==> config.mk <==
export PLATFORM = sky130hd
export DESIGN_NAME = regfile_write_arbiter_flat
export DESIGN_NICKNAME = d
export VERILOG_FILES = /design/src/rtl/regfile_write_arbiter_if.sv /design/src/rtl/regfile_write_arbiter.sv /design/src/flat_wrapper.sv
export SDC_FILE = /design/constraint.sdc
export NUM_CORES = 1
export LEC_CHECK = 0
export CORE_MARGIN = 2
export CORE_UTILIZATION = 49
export DETAILED_ROUTE_END_ITERATION = 8
export GPL_TIMING_DRIVEN = 0
export PLACE_DENSITY = 0.78
export SYNTH_ARGS = -nofsm -noshare
export SYNTH_HDL_FRONTEND = slang
export SYNTH_SLANG_ARGS = --single-unit
==> constraint.sdc <==
create_clock -name clock -period 4.3 [get_ports clock]
set_input_delay 0.86 -clock clock [delete_from_list [all_inputs] [get_ports clock]]
set_output_delay 0.86 -clock clock [all_outputs]
set_load 0.02 [all_outputs]
==> src/rtl/regfile_write_arbiter_if.sv <==
// Bundles the WB, aux, scoreboard and register-file write signals of the write-port arbiter.
interface regfile_write_arbiter_if;
  logic        wb_we;
  logic [4:0]  wb_reg;
  logic [31:0] wb_data;
  logic        aux_valid;
  logic        aux_ready;
  logic [4:0]  aux_reg;
  logic [31:0] aux_data;
  logic        alloc_we;
  logic [4:0]  alloc_reg;
  logic [31:0] pending;
  logic        wb_stall;
  logic        RegWrite;
  logic [4:0]  WriteReg;
  logic [31:0] WriteData;

  modport slave (
    input  wb_we, wb_reg, wb_data,
    input  aux_valid, aux_reg, aux_data,
    input  alloc_we, alloc_reg,
    output aux_ready, pending, wb_stall,
    output RegWrite, WriteReg, WriteData
  );

  modport master (
    output wb_we, wb_reg, wb_data,
    output aux_valid, aux_reg, aux_data,
    output alloc_we, alloc_reg,
    input  aux_ready, pending, wb_stall,
    input  RegWrite, WriteReg, WriteData
  );
endinterface

==> src/rtl/regfile_write_arbiter.sv <==
// Shares the register-file write port between priority WB writes and a buffered aux result FIFO,
// with a pending-write scoreboard, WAW squash of stale aux entries and anti-starvation stalls.
module regfile_write_arbiter #(
  parameter int unsigned FIFO_DEPTH   = 2,
  parameter int unsigned STARVE_LIMIT = 4
) (
  input  logic                    clock,
  input  logic                    reset,
  regfile_write_arbiter_if.slave  bus
);
  localparam int unsigned PW = (FIFO_DEPTH > 1) ? $clog2(FIFO_DEPTH) : 1;
  localparam int unsigned CW = PW + 1;
  localparam int unsigned SW = $clog2(STARVE_LIMIT + 1);

  logic [4:0]            fifo_reg_q  [FIFO_DEPTH];
  logic [4:0]            fifo_reg_d  [FIFO_DEPTH];
  logic [31:0]           fifo_data_q [FIFO_DEPTH];
  logic [31:0]           fifo_data_d [FIFO_DEPTH];
  logic [FIFO_DEPTH-1:0] vld_q, vld_d;
  logic [PW-1:0]         rd_ptr_q, rd_ptr_d, wr_ptr_q, wr_ptr_d;
  logic [CW-1:0]         count_q, count_d;
  logic [SW-1:0]         starve_q, starve_d;
  logic                  stall_q, stall_d;
  logic [31:0]           pending_q, pending_d;
  logic                  regwrite_q, regwrite_d;
  logic [4:0]            write_reg_q, write_reg_d;
  logic [31:0]           write_data_q, write_data_d;

  logic aux_ready;
  logic nonempty, head_vld, wb_eff, pop, push;

  assign aux_ready     = (count_q != CW'(FIFO_DEPTH));
  assign bus.aux_ready = aux_ready;
  assign bus.pending   = pending_q;
  assign bus.wb_stall  = stall_q;
  assign bus.RegWrite  = regwrite_q;
  assign bus.WriteReg  = write_reg_q;
  assign bus.WriteData = write_data_q;

  always_comb begin
    fifo_reg_d   = fifo_reg_q;
    fifo_data_d  = fifo_data_q;
    vld_d        = vld_q;
    rd_ptr_d     = rd_ptr_q;
    wr_ptr_d     = wr_ptr_q;
    count_d      = count_q;
    starve_d     = starve_q;
    stall_d      = 1'b0;
    pending_d    = pending_q;
    regwrite_d   = 1'b0;
    write_reg_d  = write_reg_q;
    write_data_d = write_data_q;

    nonempty = (count_q != '0);
    head_vld = nonempty && vld_q[rd_ptr_q];
    wb_eff   = bus.wb_we && (bus.wb_reg != '0) && !stall_q;
    pop      = nonempty && (stall_q || !wb_eff);
    push     = bus.aux_valid && aux_ready && (bus.aux_reg != '0);

    if (wb_eff) begin
      regwrite_d   = 1'b1;
      write_reg_d  = bus.wb_reg;
      write_data_d = bus.wb_data;
    end else if (pop && head_vld) begin
      regwrite_d   = 1'b1;
      write_reg_d  = fifo_reg_q[rd_ptr_q];
      write_data_d = fifo_data_q[rd_ptr_q];
      pending_d[fifo_reg_q[rd_ptr_q]] = 1'b0;
    end

    // Squash only looks at stored entries; the push below lands after it.
    if (wb_eff) begin
      for (int unsigned i = 0; i < FIFO_DEPTH; i++) begin
        if (vld_q[i] && (fifo_reg_q[i] == bus.wb_reg)) begin
          vld_d[i] = 1'b0;
          pending_d[fifo_reg_q[i]] = 1'b0;
        end
      end
    end

    if (pop) begin
      vld_d[rd_ptr_q] = 1'b0;
      rd_ptr_d        = rd_ptr_q + PW'(1);
    end
    if (push) begin
      vld_d[wr_ptr_q]       = 1'b1;
      fifo_reg_d[wr_ptr_q]  = bus.aux_reg;
      fifo_data_d[wr_ptr_q] = bus.aux_data;
      wr_ptr_d              = wr_ptr_q + PW'(1);
    end
    case ({push, pop})
      2'b10:   count_d = count_q + CW'(1);
      2'b01:   count_d = count_q - CW'(1);
      default: count_d = count_q;
    endcase

    if (bus.alloc_we && (bus.alloc_reg != '0)) pending_d[bus.alloc_reg] = 1'b1;
    pending_d[0] = 1'b0;

    if (pop || (count_d == '0)) begin
      starve_d = '0;
    end else if (wb_eff && head_vld) begin
      starve_d = starve_q + SW'(1);
    end
    if (starve_d == SW'(STARVE_LIMIT)) begin
      stall_d  = 1'b1;
      starve_d = '0;
    end
  end

  always_ff @(posedge clock) begin
    if (reset) begin
      fifo_reg_q   <= '{default: '0};
      fifo_data_q  <= '{default: '0};
      vld_q        <= '0;
      rd_ptr_q     <= '0;
      wr_ptr_q     <= '0;
      count_q      <= '0;
      starve_q     <= '0;
      stall_q      <= 1'b0;
      pending_q    <= '0;
      regwrite_q   <= 1'b0;
      write_reg_q  <= '0;
      write_data_q <= '0;
    end else begin
      fifo_reg_q   <= fifo_reg_d;
      fifo_data_q  <= fifo_data_d;
      vld_q        <= vld_d;
      rd_ptr_q     <= rd_ptr_d;
      wr_ptr_q     <= wr_ptr_d;
      count_q      <= count_d;
      starve_q     <= starve_d;
      stall_q      <= stall_d;
      pending_q    <= pending_d;
      regwrite_q   <= regwrite_d;
      write_reg_q  <= write_reg_d;
      write_data_q <= write_data_d;
    end
  end
endmodule

==> src/flat_wrapper.sv <==
// flat-port wrapper written by rule: the top's interface ports become plain ports
module regfile_write_arbiter_flat 
#(
  parameter int unsigned FIFO_DEPTH   = 2,
  parameter int unsigned STARVE_LIMIT = 4
)
  (clock, reset, bus_wb_we, bus_wb_reg, bus_wb_data, bus_aux_valid, bus_aux_reg, bus_aux_data, bus_alloc_we, bus_alloc_reg, bus_aux_ready, bus_pending, bus_wb_stall, bus_RegWrite, bus_WriteReg, bus_WriteData);
  regfile_write_arbiter_if bus_i ();
  input  logic clock;
  input  logic reset;
  input wire logic [$bits(bus_i.wb_we)-1:0] bus_wb_we;
  input wire logic [$bits(bus_i.wb_reg)-1:0] bus_wb_reg;
  input wire logic [$bits(bus_i.wb_data)-1:0] bus_wb_data;
  input wire logic [$bits(bus_i.aux_valid)-1:0] bus_aux_valid;
  input wire logic [$bits(bus_i.aux_reg)-1:0] bus_aux_reg;
  input wire logic [$bits(bus_i.aux_data)-1:0] bus_aux_data;
  input wire logic [$bits(bus_i.alloc_we)-1:0] bus_alloc_we;
  input wire logic [$bits(bus_i.alloc_reg)-1:0] bus_alloc_reg;
  output wire logic [$bits(bus_i.aux_ready)-1:0] bus_aux_ready;
  output wire logic [$bits(bus_i.pending)-1:0] bus_pending;
  output wire logic [$bits(bus_i.wb_stall)-1:0] bus_wb_stall;
  output wire logic [$bits(bus_i.RegWrite)-1:0] bus_RegWrite;
  output wire logic [$bits(bus_i.WriteReg)-1:0] bus_WriteReg;
  output wire logic [$bits(bus_i.WriteData)-1:0] bus_WriteData;
  assign bus_i.wb_we = bus_wb_we;
  assign bus_i.wb_reg = bus_wb_reg;
  assign bus_i.wb_data = bus_wb_data;
  assign bus_i.aux_valid = bus_aux_valid;
  assign bus_i.aux_reg = bus_aux_reg;
  assign bus_i.aux_data = bus_aux_data;
  assign bus_i.alloc_we = bus_alloc_we;
  assign bus_i.alloc_reg = bus_alloc_reg;
  assign bus_aux_ready = bus_i.aux_ready;
  assign bus_pending = bus_i.pending;
  assign bus_wb_stall = bus_i.wb_stall;
  assign bus_RegWrite = bus_i.RegWrite;
  assign bus_WriteReg = bus_i.WriteReg;
  assign bus_WriteData = bus_i.WriteData;
  regfile_write_arbiter #(.FIFO_DEPTH(FIFO_DEPTH), .STARVE_LIMIT(STARVE_LIMIT)) u_core (.clock(clock), .reset(reset), .bus(bus_i));
endmodule
==> flow_metrics.env, run 1 <==
export IMPL_worst_path_largest_cell_delay_ps=600
export IMPL_drv_cap=0
export IMPL_status="complete, no violations"
export IMPL_n_antenna_cell=0
export IMPL_timing_final_crit_share_pct=86.9
export IMPL_die_x_um=125
export IMPL_ys_seq_area_share_pct=42.8
export IMPL_power_mw=4.12
export IMPL_dpl_cell_area_mm2=0.00890
export IMPL_dp_hpwl_um=15700
export IMPL_p_per_area_mw_per_mm2=436
export IMPL_overflow=0
export IMPL_async_flop_share_pct=0
export IMPL_vias=7388
export IMPL_gr_usage_all_layers_pct=27.0
export IMPL_nNetsFinal=1169
export IMPL_nFillCells=1241
export IMPL_gp_congestion=0.935
export IMPL_grt_pass1_wl_um=34200
export IMPL_mappedNetlistNets=998
export IMPL_critical_path_cell_chain="clkdlybuf4s50_1 -> or4_1 -> o21a_1 -> buf_2 -> clkbuf_1 -> nor2_1 -> ha_1 -> nor2b_1 -> a211oi_1 -> o21ai_1 -> nor4_1"
export IMPL_setup_worst_path_end_class="flip-flop"
export IMPL_io_buffers=152
export IMPL_ir_drop_v=0.000302
export IMPL_tns_ps=0
export IMPL_clock_path_buffers=2
export IMPL_coreArea_mm2=0.0144
export IMPL_wl_per_cell_um=17.0
export IMPL_drtIter0Drc=661
export IMPL_yosysTopAreaCell="dfxtp_1"
export IMPL_fmax_ghz=0.268
export IMPL_drtAntennaViolNets=0
export IMPL_crit_required_ps=4630
export IMPL_drc=0
export IMPL_antenna_found_initial=0
export IMPL_grt_pass1_vias=6848
export IMPL_worst_pin_slew_ps=864
export IMPL_synth_edf_count=0
export IMPL_root_buffer="clkbuf_16"
export IMPL_final_cell_mix="nand2_1, dfxtp_1, clkdlybuf4s50_1"
export IMPL_period_needed_ps=3740
export IMPL_pre_cts_ws_ps=147
export IMPL_skew_ps=6.17
export IMPL_cts_made_buffers=17
export IMPL_area_growth_pct=32.3
export IMPL_stdcell_area_mm2=0.00946
export IMPL_synth_warnings=0
export IMPL_crit_arrival_ps=4060
export IMPL_path_class="in -> reg"
export IMPL_fin_ws_ps=563
export IMPL_io_pins=156
export IMPL_ys_types=48
export IMPL_cts_tree="built"
export IMPL_htreeDepth=4
export IMPL_hold_viol_final=0
export IMPL_cts_setup_buffers=0
export IMPL_fp_dieH_um=125
export IMPL_cp_start_kind="primary input"
export IMPL_rsz0062_at_grt="no"
export IMPL_ys_ff_latch=153
export IMPL_synth_flop_cell="dfxtp_1"
export IMPL_vias_per_cell=5.78
export IMPL_final_cells=1279
export IMPL_die_area_mm2=0.0156
export IMPL_wirelength_um=21700
export IMPL_avgSynthCellArea_um2=7.84
export IMPL_setup_violations=0
export IMPL_cts_repair_resized=0
export IMPL_final_common_cell="nand2_1"
export IMPL_drive_gt1_share_pct=5.66
export IMPL_synth_area_mm2=0.00715
export IMPL_relSlewSlack_pct=40.8
export IMPL_floorplan_rows=44
export IMPL_cp_max_fo=10
export IMPL_synth_area_leaders="dfxtp_1, nand2_1, a21oi_1"
export IMPL_grt_start_max_net_pins=17
export IMPL_clock_latency_ps=420
export IMPL_cts_hold_buf=0
export IMPL_maxSlewViolCount=0
export IMPL_hold_class="reg -> reg"
export IMPL_dp_cells=1248
export IMPL_postSynthCellCount=912
export IMPL_leakage_nw=3.20
export IMPL_yosysTopAreaCellShare_pct=42.8
export IMPL_clock_sinks=153
export IMPL_path_clk_slew_ps=60
export IMPL_slowest_stage="or4_1"
export IMPL_initial_utilization_pct=49.8
export IMPL_first_pass_iters=6
layout make-up:
| class | count | area [um2] | area share [%] |
|---|---|---|---|
| Tap cell | 184 | 230 | 2.43 |
| Clock inverter | 6 | 63.8 | 0.675 |
| Inverter | 6 | 22.5 | 0.238 |
| Multi-Input combinational cell | 687 | 3760 | 39.8 |
| Sequential cell | 153 | 3060 | 32.4 |
| Buffer | 66 | 300 | 3.17 |
| Clock buffer | 25 | 495 | 5.24 |
| Timing Repair Buffer | 152 | 1520 | 16.1 |
cell usage after synthesis (2+ instances only):
master / number
or4b_1: 3
nand4b_1: 4
o221ai_1: 7
nand2_1: 230
mux2i_1: 39
xnor2_1: 2
ha_1: 2
nand3_1: 21
dfxtp_1: 153
o22ai_1: 55
nor4_1: 3
and3_1: 4
a21oi_1: 118
xor2_1: 11
buf_1: 2
nand4_1: 13
nor2_1: 32
or4_1: 2
nand2b_1: 6
nor3_1: 4
or2_2: 6
nor2b_1: 38
buf_2: 12
clkbuf_1: 43
inv_1: 6
or3_1: 3
o211ai_1: 36
buf_4: 8
o21ai_0: 27
nand3b_1: 4
routing by layer:
| layer | vias to the layer above | GRT usage (%) | wire length [um] |
|---|---|---|---|
| met5 | - | 0 | 0 |
| met4 | 0 | 11.6 | 726 |
| met3 | 67 | 6.01 | 1620 |
| met2 | 366 | 44.9 | 10200 |
| met1 | 3392 | 33.6 | 9140 |
| li1 | 3563 | - | - |
state kept, by name (all words and copies together), names as in the netlist:
signal,cells
u_core.fifo_data_q,64
u_core.bus.WriteData,32
u_core.bus.pending,31
u_core.fifo_reg_q,10
u_core.bus.WriteReg,5
u_core.starve_q,3
u_core.count_q,2
u_core.vld_q,2
u_core.bus.RegWrite,1
u_core.bus.wb_stall,1
u_core.rd_ptr_q,1
u_core.wr_ptr_q,1
per-stage QoR:
stage / utilization [%] / hold slack [ps]
6_report: 65.8 / 449
5_1_grt: 65.8 / 469
4_1_cts: 65.8 / 454
3_5_place_dp: 61.9 / 446
3_3_place_gp: 61.9 / 442
2_1_floorplan: - / 436
power by group:
part	switching, mW	internal, mW
sequential	0.0772	1.55
combinational	0.644	0.423
clock	0.578	0.855
total	1.30	2.82
worst paths after layout:
path	to	cells past startpoint	startpoint	slack, ps
setup / recovery	u_core.starve_q[2]	11	bus_wb_reg[1]	560
hold / removal	u_core.fifo_data_q[59]	2	u_core.fifo_data_q[59]	450
setup reg to reg	u_core.starve_q[2]	11	u_core.bus.wb_stall	1300
hold reg to reg	u_core.fifo_data_q[59]	2	u_core.fifo_data_q[59]	450
worst max-delay path, delay by kind of cell:
kind	cells	cell delay (ps)
AND/OR/NAND/NOR	4	1220
buffers and inverters	3	1040
AO/OA/AOI/OAI	3	680
adder cells (fa/ha/maj)	1	280
cell families after synthesis:
family          synth area share [%]
simple gates                    24.6
compound gates                  20.5
flops                           42.8
buf+inv                         4.52
mux                             5.62
xor+xnor                        1.59
fa+ha+maj                      0.350
other cells                   0.0525
Power figures use the tool's default switching activity.
==> run 2: changes to the inputs <==
SETUP_SLACK_MARGIN = 0.05   (was unset)
==> results of run 2 <==
No change in the layout: final DEF, timing and power equal those of run 1.
==> run 3: changes to the inputs <==
TNS_END_PERCENT = 50   (was unset)
==> results of run 3 <==
No change in the layout: final DEF, timing and power equal those of run 1.
